`src/rtl/dzcpu_uop_sequencer.sv`:
```
// dzcpu micro-op sequencer: opcode fetch, LUT decode, ucode ROM walk, 0xCB prefix.
// Define DZCPU_CB_TRAP_EN to trap on unmapped CB opcodes (CB LUT index 0).
module dzcpu_uop_sequencer #(
  parameter logic [4:0] JCB_OP = 5'h1F
) (
  input  logic        iClock,
  input  logic        iReset,
  input  logic [7:0]  iMop,
  input  logic        iMopValid,
  input  logic        iStall,
  input  logic        iZ,
  input  logic [7:0]  iFlowIdx,
  input  logic [7:0]  iCbFlowIdx,
  input  logic [11:0] iUop,
  output logic [7:0]  oMop,
  output logic [7:0]  oUopAddr,
  output logic [11:0] oUop,
  output logic        oUopValid,
  output logic        oPcInc,
  output logic        oRetire,
  output logic        oIllegal
);

  typedef enum logic [2:0] {
    FETCH,
    DECODE,
    EXEC,
    CBDEC,
    TRAP
  } state_t;

  state_t      state, state_nxt;
  logic [7:0]  mop_q, mop_nxt;
  logic [7:0]  addr_q, addr_nxt;
  logic        uop_valid, pc_inc, retire;
  logic [2:0]  flow;
  logic [4:0]  op;

  assign flow = iUop[11:9];
  assign op   = iUop[8:4];

  always_ff @(posedge iClock or negedge iReset) begin
    if (!iReset) begin
      state  <= FETCH;
      mop_q  <= '0;
      addr_q <= '0;
    end else begin
      state  <= state_nxt;
      mop_q  <= mop_nxt;
      addr_q <= addr_nxt;
    end
  end

  always_comb begin
    state_nxt = state;
    mop_nxt   = mop_q;
    addr_nxt  = addr_q;
    uop_valid = 1'b0;
    pc_inc    = 1'b0;
    retire    = 1'b0;
    if (!iStall) begin
      unique case (state)
        FETCH: begin
          if (iMopValid) begin
            mop_nxt   = iMop;
            state_nxt = DECODE;
          end
        end
        DECODE: begin
          addr_nxt  = iFlowIdx;
          state_nxt = EXEC;
        end
        EXEC: begin
          uop_valid = 1'b1;
          unique case (1'b1)
            flow == 3'd1: pc_inc = 1'b1;
            flow == 3'd2: retire = 1'b1;
            flow == 3'd3: begin
              pc_inc = 1'b1;
              retire = 1'b1;
            end
            flow == 3'd4: begin
              pc_inc = 1'b1;
              retire = iZ;
            end
            default: ;
          endcase
          // The prefix jump overrides flow sequencing; pulses still fire.
          if (op == JCB_OP) begin
            mop_nxt   = iMop;
            state_nxt = CBDEC;
          end else if (retire) begin
            state_nxt = FETCH;
          end else begin
            addr_nxt = addr_q + 8'd1;
          end
        end
        CBDEC: begin
`ifdef DZCPU_CB_TRAP_EN
          if (iCbFlowIdx == 8'd0) begin
            state_nxt = TRAP;
          end else begin
            addr_nxt  = iCbFlowIdx;
            state_nxt = EXEC;
          end
`else
          addr_nxt  = iCbFlowIdx;
          state_nxt = EXEC;
`endif
        end
        TRAP: state_nxt = TRAP;
        default: state_nxt = FETCH;
      endcase
    end
  end

  assign oMop      = mop_q;
  assign oUopAddr  = addr_q;
  assign oUop      = iUop;
  assign oUopValid = uop_valid;
  assign oPcInc    = pc_inc;
  assign oRetire   = retire;
`ifdef DZCPU_CB_TRAP_EN
  assign oIllegal  = (state == TRAP);
`else
  assign oIllegal  = 1'b0;
`endif

endmodule

```
`config.mk`:
```
export PLATFORM = sky130hd
export DESIGN_NAME = dzcpu_uop_sequencer
export DESIGN_NICKNAME = d
export VERILOG_FILES = /design/src/rtl/dzcpu_uop_sequencer.sv
export SDC_FILE = /design/constraint.sdc
export NUM_CORES = 1
export LEC_CHECK = 0
export BUFFER_PORTS_ARGS = -buffer_cell sky130_fd_sc_hd__buf_2
export CORE_MARGIN = 3
export CORE_UTILIZATION = 47
export DETAILED_ROUTE_END_ITERATION = 10
export PLACE_DENSITY = 0.87
export RECOVER_POWER = 25
export SYNTH_ARGS = -nofsm -noshare
export SYNTH_HDL_FRONTEND = slang
export SYNTH_SLANG_ARGS = --single-unit
```
`constraint.sdc`:
```
create_clock -name iClock -period 2.4 [get_ports iClock]
set_input_delay 0.12 -clock iClock [delete_from_list [all_inputs] [get_ports iClock]]
set_output_delay 0.12 -clock iClock [all_outputs]
set_load 0.01 [all_outputs]
```
==> flow_summary.yaml, run 1 <==
drt:
  wl_per_cell_um: 14.41
  dr.pass1.iters: 4
  detail_route.drc_violations: 0
  via_count: 1181
  ant_nets: 0
  wirelength_mm: 3.040
  vias_per_cell: 5.597
  drt_iter0_drc: 18
setup_path:
  critical_path_class: "reg -> out"
  reg2reg_slack_ns: 0.53
  crit_fanout: 10
  arrival_ns: 1.98
  end_kind: "output pin"
  worst_r2r_path_depth: 4
  regToRegStartpoint: "state[1]"
  cp.required_ns: 2.28
  start_kind: "register"
  crit_path_top_delay_cell: "dfrtp_1"
  crit_chain: "nor2b_1 -> nand2_1 -> nor3_1 -> buf_2"
  r2r_end: "oUopAddr[7]"
  max_stage_delay_ns: 0.54
logic_synthesis:
  synth.mux.area_fraction: 0.1070
  yosys.area_share.simple: 0.1780
  synth_area_per_cell_um2: 9.479
  synth_cells: 132
  synth_cell_types: 42
  synth_top_area_frac: 0.3800
  yosys-top-cells-area: "dfrtp_1 (38%), buf_4 (9.6%), mux2_2 (7.2%), o21ai_0 (6.0%), nor2_1 (3.3%)"
  synth-compound-area-share: 0.1870
  synth_xor_area_frac: 0.01400
  synth_top_family_by_area: "compound AO/OA/AOI/OAI gates"
  ys_ff_latch: 19
  synth_fp_nets: 174
  yosysTopAreaCell: "dfrtp_1"
  yosysWarnings: 0
  syn_area_um2: 1251
  ys_seq_area_frac: 0.3800
  synth_adder_area_share: 0.01000
grt:
  grt_antenna_before_repair: 0
  grt_pass1_vias: 1135
  grt_pass1_wl_mm: 4.926
  globalRouteOverflowTotal: 0
  grt_usage: 0.1881
  grt_max_degree: 20
power_and_ir_drop:
  p_leak_nw: 0.7189
  p_seq_frac: 0.429
  intPower_mw: 0.8331
  pwr-share-clk: 0.120
  pwr-share-comb: 0.451
  switching_power_mw: 0.5812
  power.share.switching: 0.4110
  worst_ir_drop_vdd_mv: 0.6366
  power-per-cell-area_nw_per_um2: 947.5
sta:
  setup_viol: 0
  rsz0062_at_grt: "false"
  fin_worst_skew_ns: 0.001392
  max_freq_mhz: 475.3
  maxSlewViolCount: 0
  period_minus_slack_ns: 2.104
  worstMarginPinSlew_ns: 1.012
  fin_crit_sh: 0.8766
  tns_ns: 0
  slew_headroom: 0.3253
  final-hold-violation-count: 0
placement:
  place.gp.congestion: 0.8683
  port_buffers: 63
  dp_hpwl_mm: 2.455
worst_hold_path:
  whs_endpoint: "oMop[3]"
  min_from: "iMop[3]"
  timing.hold.worst_path_depth: 2
  hold_path.class: "in -> reg"
finish:
  syn2layout_area_growth_pct: 19.30
  layout-drive-gt1-share: 0.4033
  final_cell_mix: "buf_2 (54), dfrtp_1 (19), o21ai_0 (15), nor2_1 (11), clkbuf_1 (9)"
  n_antenna_cell: 0
  final_common_cell: "buf_2"
  final_nets: 224
  fillCellCount: 224
  final_core_utilization: 0.5971
floorplan:
  die_w_um: 57.60
  io_pins: 73
  initial_core_util: 0.5005
  die_area_um2: 3317
  die_h_um: 57.60
  row_count: 18
  core_area_um2: 2500
clock_network:
  cts.path.max_buffers: 2
  root_buffer: "clkbuf_4"
  h-tree-depth: 1
  clk_latency_ns: 0.30
  cts_buffers: 3
  cts_setup_buffers: 0
  cts_tree: "built"
  clock_sinks: 19
  clkTransAtPathRegs_ns: 0.11
flow_run:
  max-cap-violations: 0
run_status:
  status: "completed"
[metrics by stage]
step	setup slack (ns)	cells	hold WS [ns]	total power [mW]	area, um2
finish	0.2962	211	0.03868	1.414	1493
global route	0.1939	211	0.02605	1.537	1493
CTS	0.3151	211	0.02389	1.429	1504
detailed placement	0.5724	206	0.08449	1.254	1464
global placement	0.6477	206	0.07791	1.213	1464
floorplan	0.8329	132	-0.1756	1.009	1251
[synth_stat cells, drive strengths merged]
master and number:
buf 19, dfrtp 19, o21ai 15, nor2 11, mux2 8, nand2 7
nor3 6, a21oi 5, and3 5, mux2i 4, inv 3, nand3 3
nor2b 3, o31ai 3, o21a 2, a211oi 1, a21o 1, a221o 1
a22o 1, a2bb2oi 1, a311oi 1, a31oi 1, a41oi 1, and4bb 1
conb 1, ha 1, nand2b 1, nor3b 1, nor4 1, o211ai 1
o311a 1, or2 1, xnor2 1, xor2 1
[worst max-delay path by stage]
stage / startpoint / to / slack (ns) / cells after the start
after global routing: state[1] / oPcInc / 0.19 / 4
after global placement: state[1] / oUopAddr[7] / 0.65 / 4
after detailed placement: state[1] / oUopAddr[7] / 0.57 / 4
final: state[1] / oRetire / 0.30 / 4
after floorplan: oUopAddr[0] / oUopAddr[4] / 0.83 / 6
after CTS: state[1] / oPcInc / 0.32 / 4
[power by group through the flow]
stage | logic, mW | clock network (mW) | registers, mW
6_report | 0.638 | 0.170 | 0.607
5_1_grt | 0.713 | 0.191 | 0.633
3_3_place_gp | 0.617 | 0 | 0.596
4_1_cts | 0.647 | 0.178 | 0.604
3_5_place_dp | 0.646 | 0 | 0.608
2_1_floorplan | 0.379 | 0 | 0.631
[cell type report]
cell class	count	area (um2)	area share
Multi-Input combinational cell	91	624.3	0.4183
Sequential cell	19	475.5	0.3185
Timing Repair Buffer	64	314.1	0.2104
Tap cell	30	37.54	0.02515
Clock buffer	3	22.52	0.01509
Inverter	3	11.26	0.007544
Clock inverter	1	7.507	0.005029
[sequential cells by signal, summed over array words and instances, names as in the netlist]
signal / count
oMop: 8
oUopAddr: 8
state: 3
[cell families (layout without fill, tap and decap cells)]
group                    Yosys count  after routing
AND/OR/NAND/NOR                   40             40
adder cells (fa/ha/maj)            1              1
XOR/XNOR                           2              2
AO/OA/AOI/OAI                     35             35
other                              1              1
multiplexers                      12             12
buffers and inverters             22             71
flip-flops                        19             19
[timing repair]
item	in CTS	in global routing
hold buffers	1	0
hold endpoints to repair	19	0
resized for setup	0	0
[layer usage]
layer,global-route usage,vias up,part of all wire
li1,-,557,-
met3,0.05204,7,0.078
met2,0.3452,60,0.52
met5,0,-,0
met4,0.05629,0,0.016
met1,0.2085,557,0.38
[critical path, delay by kind of cell (launching register included)]
family | cells | cell delay (ns)
flip-flops | 1 | 0.54
buffers and inverters | 1 | 0.18
AND/OR/NAND/NOR | 3 | 0.95
(Power assumes the default switching activity.)
==> inputs of run 2 (changes only) <==
==> constraint.sdc (replaced) <==
create_clock -name iClock -period 2.4 [get_ports iClock]
set_input_delay 0.36 -clock iClock [delete_from_list [all_inputs] [get_ports iClock]]
set_output_delay 0.36 -clock iClock [all_outputs]
set_load 0.01 [all_outputs]
==> flow_summary.yaml, run 2 (synthesis gave the netlist of run 1 again) <==
run_status:
  status: "completed"
sta:
  hold_ws_ns: 0.2931
  slew_headroom: 0.3311
  final-hold-violation-count: 0
  rsz0062_at_grt: "false"
  fin_worst_skew_ns: 0.003923
  setup_viol: 0
  worstMarginPinSlew_ns: 1.003
  tns_ns: 0
  max_freq_mhz: 490.6
  period_minus_slack_ns: 2.038
  maxSlewViolCount: 0
  fin_crit_sh: 0.8493
clock_network:
  h-tree-depth: 1
  root_buffer: "clkbuf_4"
  clock_sinks: 19
  cts_resized: 0
  cts_buffers: 3
  cts_tree: "built"
  cts.path.max_buffers: 2
  clk_latency_ns: 0.29
  clkTransAtPathRegs_ns: 0.10
flow_run:
  max-cap-violations: 0
grt:
  grt_pass1_wl_mm: 4.802
  grt_max_degree: 20
  grt_antenna_before_repair: 0
  grt_usage: 0.1829
  grt_pass1_vias: 1102
  globalRouteOverflowTotal: 0
power_and_ir_drop:
  worst_ir_drop_vdd_mv: 0.6168
  power-per-cell-area_nw_per_um2: 924.2
  p_leak_nw: 0.7518
floorplan:
  row_count: 18
  initial_core_util: 0.5005
  io_pins: 73
  die_h_um: 57.60
  die_w_um: 57.60
  die_area_um2: 3317
  core_area_um2: 2500
drt:
  wl_per_cell_um: 13.60
  via_count: 1168
  drt_iter0_drc: 28
  wirelength_mm: 2.896
  ant_nets: 0
  dr.pass1.iters: 4
  detail_route.drc_violations: 0
  vias_per_cell: 5.484
finish:
  layout-drive-gt1-share: 0.4481
  n_antenna_cell: 0
  final_cell_mix: "buf_2 (62), dfrtp_1 (19), o21ai_0 (15), nor2_1 (11), mux2_2 (8)"
  syn2layout_area_growth_pct: 21.00
  final_common_cell: "buf_2"
  final_nets: 226
setup_path:
  cp_top_family: "flip-flops"
  critical_path_buf_inv_count: 2
  critical_path_class: "reg -> out"
  start_kind: "register"
  end_kind: "output pin"
  max_stage_delay_ns: 0.54
  crit_path_top_delay_cell: "dfrtp_1"
  arrival_ns: 1.68
  cp.required_ns: 2.04
  crit_fanout: 10
  crit_chain: "nor2b_1 -> buf_4 -> nand2_1 -> nor3_1 -> buf_2"
placement:
  dp_hpwl_mm: 2.350
  place.gp.congestion: 0.8196
  port_buffers: 63
worst_hold_path:
  hold_path.class: "in -> reg"
## run 2: layout make-up
| class | instances | area (um2) |
|---|---|---|
| Sequential cell | 19 | 475.5 |
| Inverter | 3 | 11.26 |
| Clock buffer | 4 | 26.28 |
| Tap cell | 30 | 37.54 |
| Multi-Input combinational cell | 91 | 624.3 |
| Fill cell | 227 | 985.9 |
| Timing Repair Buffer | 66 | 339.1 |
## run 2: worst paths after layout
path / cells past startpoint / start / endpoint / slack [ns]
max in group asynchronous: 2 / iReset / oMop[2] / 1.06
min in group asynchronous: 2 / iReset / oUopAddr[7] / 0.74
setup reg to reg: 6 / oUopAddr[0] / oUopAddr[4] / 0.74
hold / removal: 2 / iMop[3] / oMop[3] / 0.29
hold reg to reg: 1 / oMop[5] / oMop[5] / 0.52
setup / recovery: 5 / state[1] / oPcInc / 0.36
## run 2: routing by layer
| layer | wire length (um) | track usage | share of wire | vias up |
|---|---|---|---|---|
| met4 | 31 | 0.06291 | 0.011 | 0 |
| li1 | - | - | - | 566 |
| met2 | 1564 | 0.3258 | 0.54 | 46 |
| met5 | 0 | 0 | 0 | - |
| met3 | 201 | 0.04072 | 0.069 | 4 |
| met1 | 1097 | 0.2143 | 0.38 | 552 |
## run 2: power by group
part,switching (mW),leakage (nW),internal (mW),total (mW)
clock,0.0948,0.0150,0.0646,0.159
sequential,0.129,0.229,0.460,0.589
combinational,0.330,0.508,0.321,0.651
## run 2: stage by stage
| stage | total power, mW | util | setup slack, ns | cells | instance area, um2 |
|---|---|---|---|---|---|
| 4_1_cts | 1.414 | 0.6061 | 0.3484 | 213 | 1515 |
| 6_report | 1.399 | 0.6056 | 0.3617 | 213 | 1514 |
| 3_5_place_dp | 1.250 | 0.5916 | 0.5810 | 208 | 1479 |
| 5_1_grt | 1.528 | 0.6056 | 0.1782 | 213 | 1514 |
| 3_3_place_gp | 1.219 | 0.5916 | 0.6454 | 208 | 1479 |
| 2_1_floorplan | 1.009 | - | 0.8154 | 132 | 1251 |
## run 2: repair_timing
item / in CTS / in global routing
setup buffers: 0 / 0
hold buffers: 1 / 0
setup endpoints to repair: 0 / 0
hold endpoints to repair: 19 / 0
==> inputs of run 3 (changes only) <==
--- a/config.mk
+++ b/config.mk
@@ -7,9 +7,9 @@
 export LEC_CHECK = 0
 export BUFFER_PORTS_ARGS = -buffer_cell sky130_fd_sc_hd__buf_2
 export CORE_MARGIN = 3
-export CORE_UTILIZATION = 47
+export CORE_UTILIZATION = 39
 export DETAILED_ROUTE_END_ITERATION = 10
-export PLACE_DENSITY = 0.87
+export PLACE_DENSITY = 0.78
 export RECOVER_POWER = 25
 export SYNTH_ARGS = -nofsm -noshare
 export SYNTH_HDL_FRONTEND = slang
==> constraint.sdc (replaced) <==
create_clock -name iClock -period 1.72 [get_ports iClock]
set_input_delay 0.258 -clock iClock [delete_from_list [all_inputs] [get_ports iClock]]
set_output_delay 0.258 -clock iClock [all_outputs]
set_load 0.01 [all_outputs]
==> flow_summary.yaml, run 3 (synthesis gave the netlist of run 1 again) <==
run_status:
  status: "completed"
power_and_ir_drop:
  power-per-cell-area_nw_per_um2: 1279
  worst_ir_drop_vdd_mv: 0.7764
  p_leak_nw: 0.7673
drt:
  via_count: 1194
  drt_iter0_drc: 65
  dr.pass1.iters: 4
  wirelength_mm: 3.178
  detail_route.drc_violations: 0
  vias_per_cell: 5.169
  ant_nets: 0
  wl_per_cell_um: 13.76
sta:
  fin_crit_sh: 0.9593
  period_minus_slack_ns: 1.650
  final-hold-violation-count: 0
  fin_ws_ns: 0.07004
  worstMarginPinSlew_ns: 1.045
  slew_headroom: 0.3031
  setup_viol: 0
  max_freq_mhz: 606.1
  tns_ns: 0
  fin_worst_skew_ns: 0.003108
  hold_ws_ns: 0.1737
  maxSlewViolCount: 0
flow_run:
  max-cap-violations: 0
setup_path:
  cp.required_ns: 1.46
  end_kind: "output pin"
  regToRegStartpoint: "oUopAddr[0]"
  critical_path_buf_inv_count: 2
  crit_fanout: 7
  start_kind: "register"
  arrival_ns: 1.39
  cp-startpoint: "state[2]"
  crit_path_top_delay_cell: "dfrtp_1"
  cp_top_family: "flip-flops"
  max_stage_delay_ns: 0.40
  crit_chain: "buf_4 -> nor2b_4 -> nand2_4 -> nor3_2 -> buf_2"
  critical_path_class: "reg -> out"
floorplan:
  core_area_um2: 2900
  die_area_um2: 3924
  die_w_um: 62.64
  die_h_um: 62.64
  io_pins: 73
  initial_core_util: 0.4314
  row_count: 19
clock_network:
  cts_tree: "built"
  clkTransAtPathRegs_ns: 0.12
  cts_buffers: 3
  h-tree-depth: 1
  clk_latency_ns: 0.31
  clock_sinks: 19
  root_buffer: "clkbuf_4"
  cts.path.max_buffers: 2
placement:
  dp_hpwl_mm: 2.399
  dp.cells: 224
  post-place-ws_ns: -0.04332
  place.gp.congestion: 0.8236
  port_buffers: 63
  dpl_cell_area_um2: 1524
grt:
  grt_usage: 0.1571
  grt_antenna_before_repair: 0
  grt_pass1_wl_mm: 5.064
  grt_pass1_vias: 1135
  globalRouteOverflowTotal: 0
  grt_max_degree: 20
finish:
  final_nets: 232
  stdcell_area_um2: 1602
  final_common_cell: "buf_2"
  final_cell_mix: "buf_2 (54), dfrtp_1 (18), o21ai_0 (15), nor2_1 (10), clkbuf_1 (9)"
  n_antenna_cell: 0
  fillCellCount: 302
  layout-drive-gt1-share: 0.4656
  syn2layout_area_growth_pct: 28.00
  instances_no_fill: 231
worst_hold_path:
  min_from: "iMop[4]"
  hold_path.class: "in -> reg"
run 3: final timing paths:
check	end	slack [ns]	depth (start not counted)
max	oPcInc	0.07	5
min	oMop[4]	0.17	2
max reg2reg	oUopAddr[4]	0.13	6
min reg2reg	oMop[3]	0.52	1
max in group asynchronous	state[1]	0.38	2
min in group asynchronous	oUopAddr[7]	0.64	2
run 3: final cells by class:
cell class                      instances  area, um2  share of cell area
Clock inverter                          1      7.507            0.004687
Timing Repair Buffer                   72      374.1              0.2336
Clock buffer                            3      22.52             0.01406
Multi-Input combinational cell         91      656.9              0.4102
Tap cell                               42      52.55             0.03281
Sequential cell                        19      476.7              0.2977
Inverter                                3      11.26            0.007031
run 3: through the flow:
step,power (mW),util
2_1_floorplan,1.408,-
3_3_place_gp,1.751,0.5255
3_5_place_dp,1.772,0.5255
4_1_cts,2.042,0.5440
5_1_grt,2.227,0.5522
6_report,2.048,0.5522
run 3: metal layers:
layer  wire [um]  vias up  track usage
met2        1538       55       0.2743
met3         271        6      0.05396
met1        1326      554       0.1814
met4          42        0      0.04408
met5           0        -            0
li1            -      579            -
run 3: worst register-to-register path: stages, from the launching register on:
cell,delay (ns)
dfrtp_1,0.41
ha_1,0.23
and3_1,0.22
a221o_1,0.29
o21ai_0,0.10
o211ai_1,0.13
o21a_1,0.12
run 3: repair_timing:
item	4_1_cts	5_1_grt
pin swaps	0	1
setup buffers	1	1
resized for setup	3	6
endpoints found under the setup margin	3	4
hold buffers	1	0
hold endpoints to repair	19	0
run 3: where the power goes:
part | total, mW | internal (mW) | switching (mW)
registers | 0.814 | 0.642 | 0.172
clock network | 0.245 | 0.0886 | 0.157
logic | 0.989 | 0.493 | 0.496
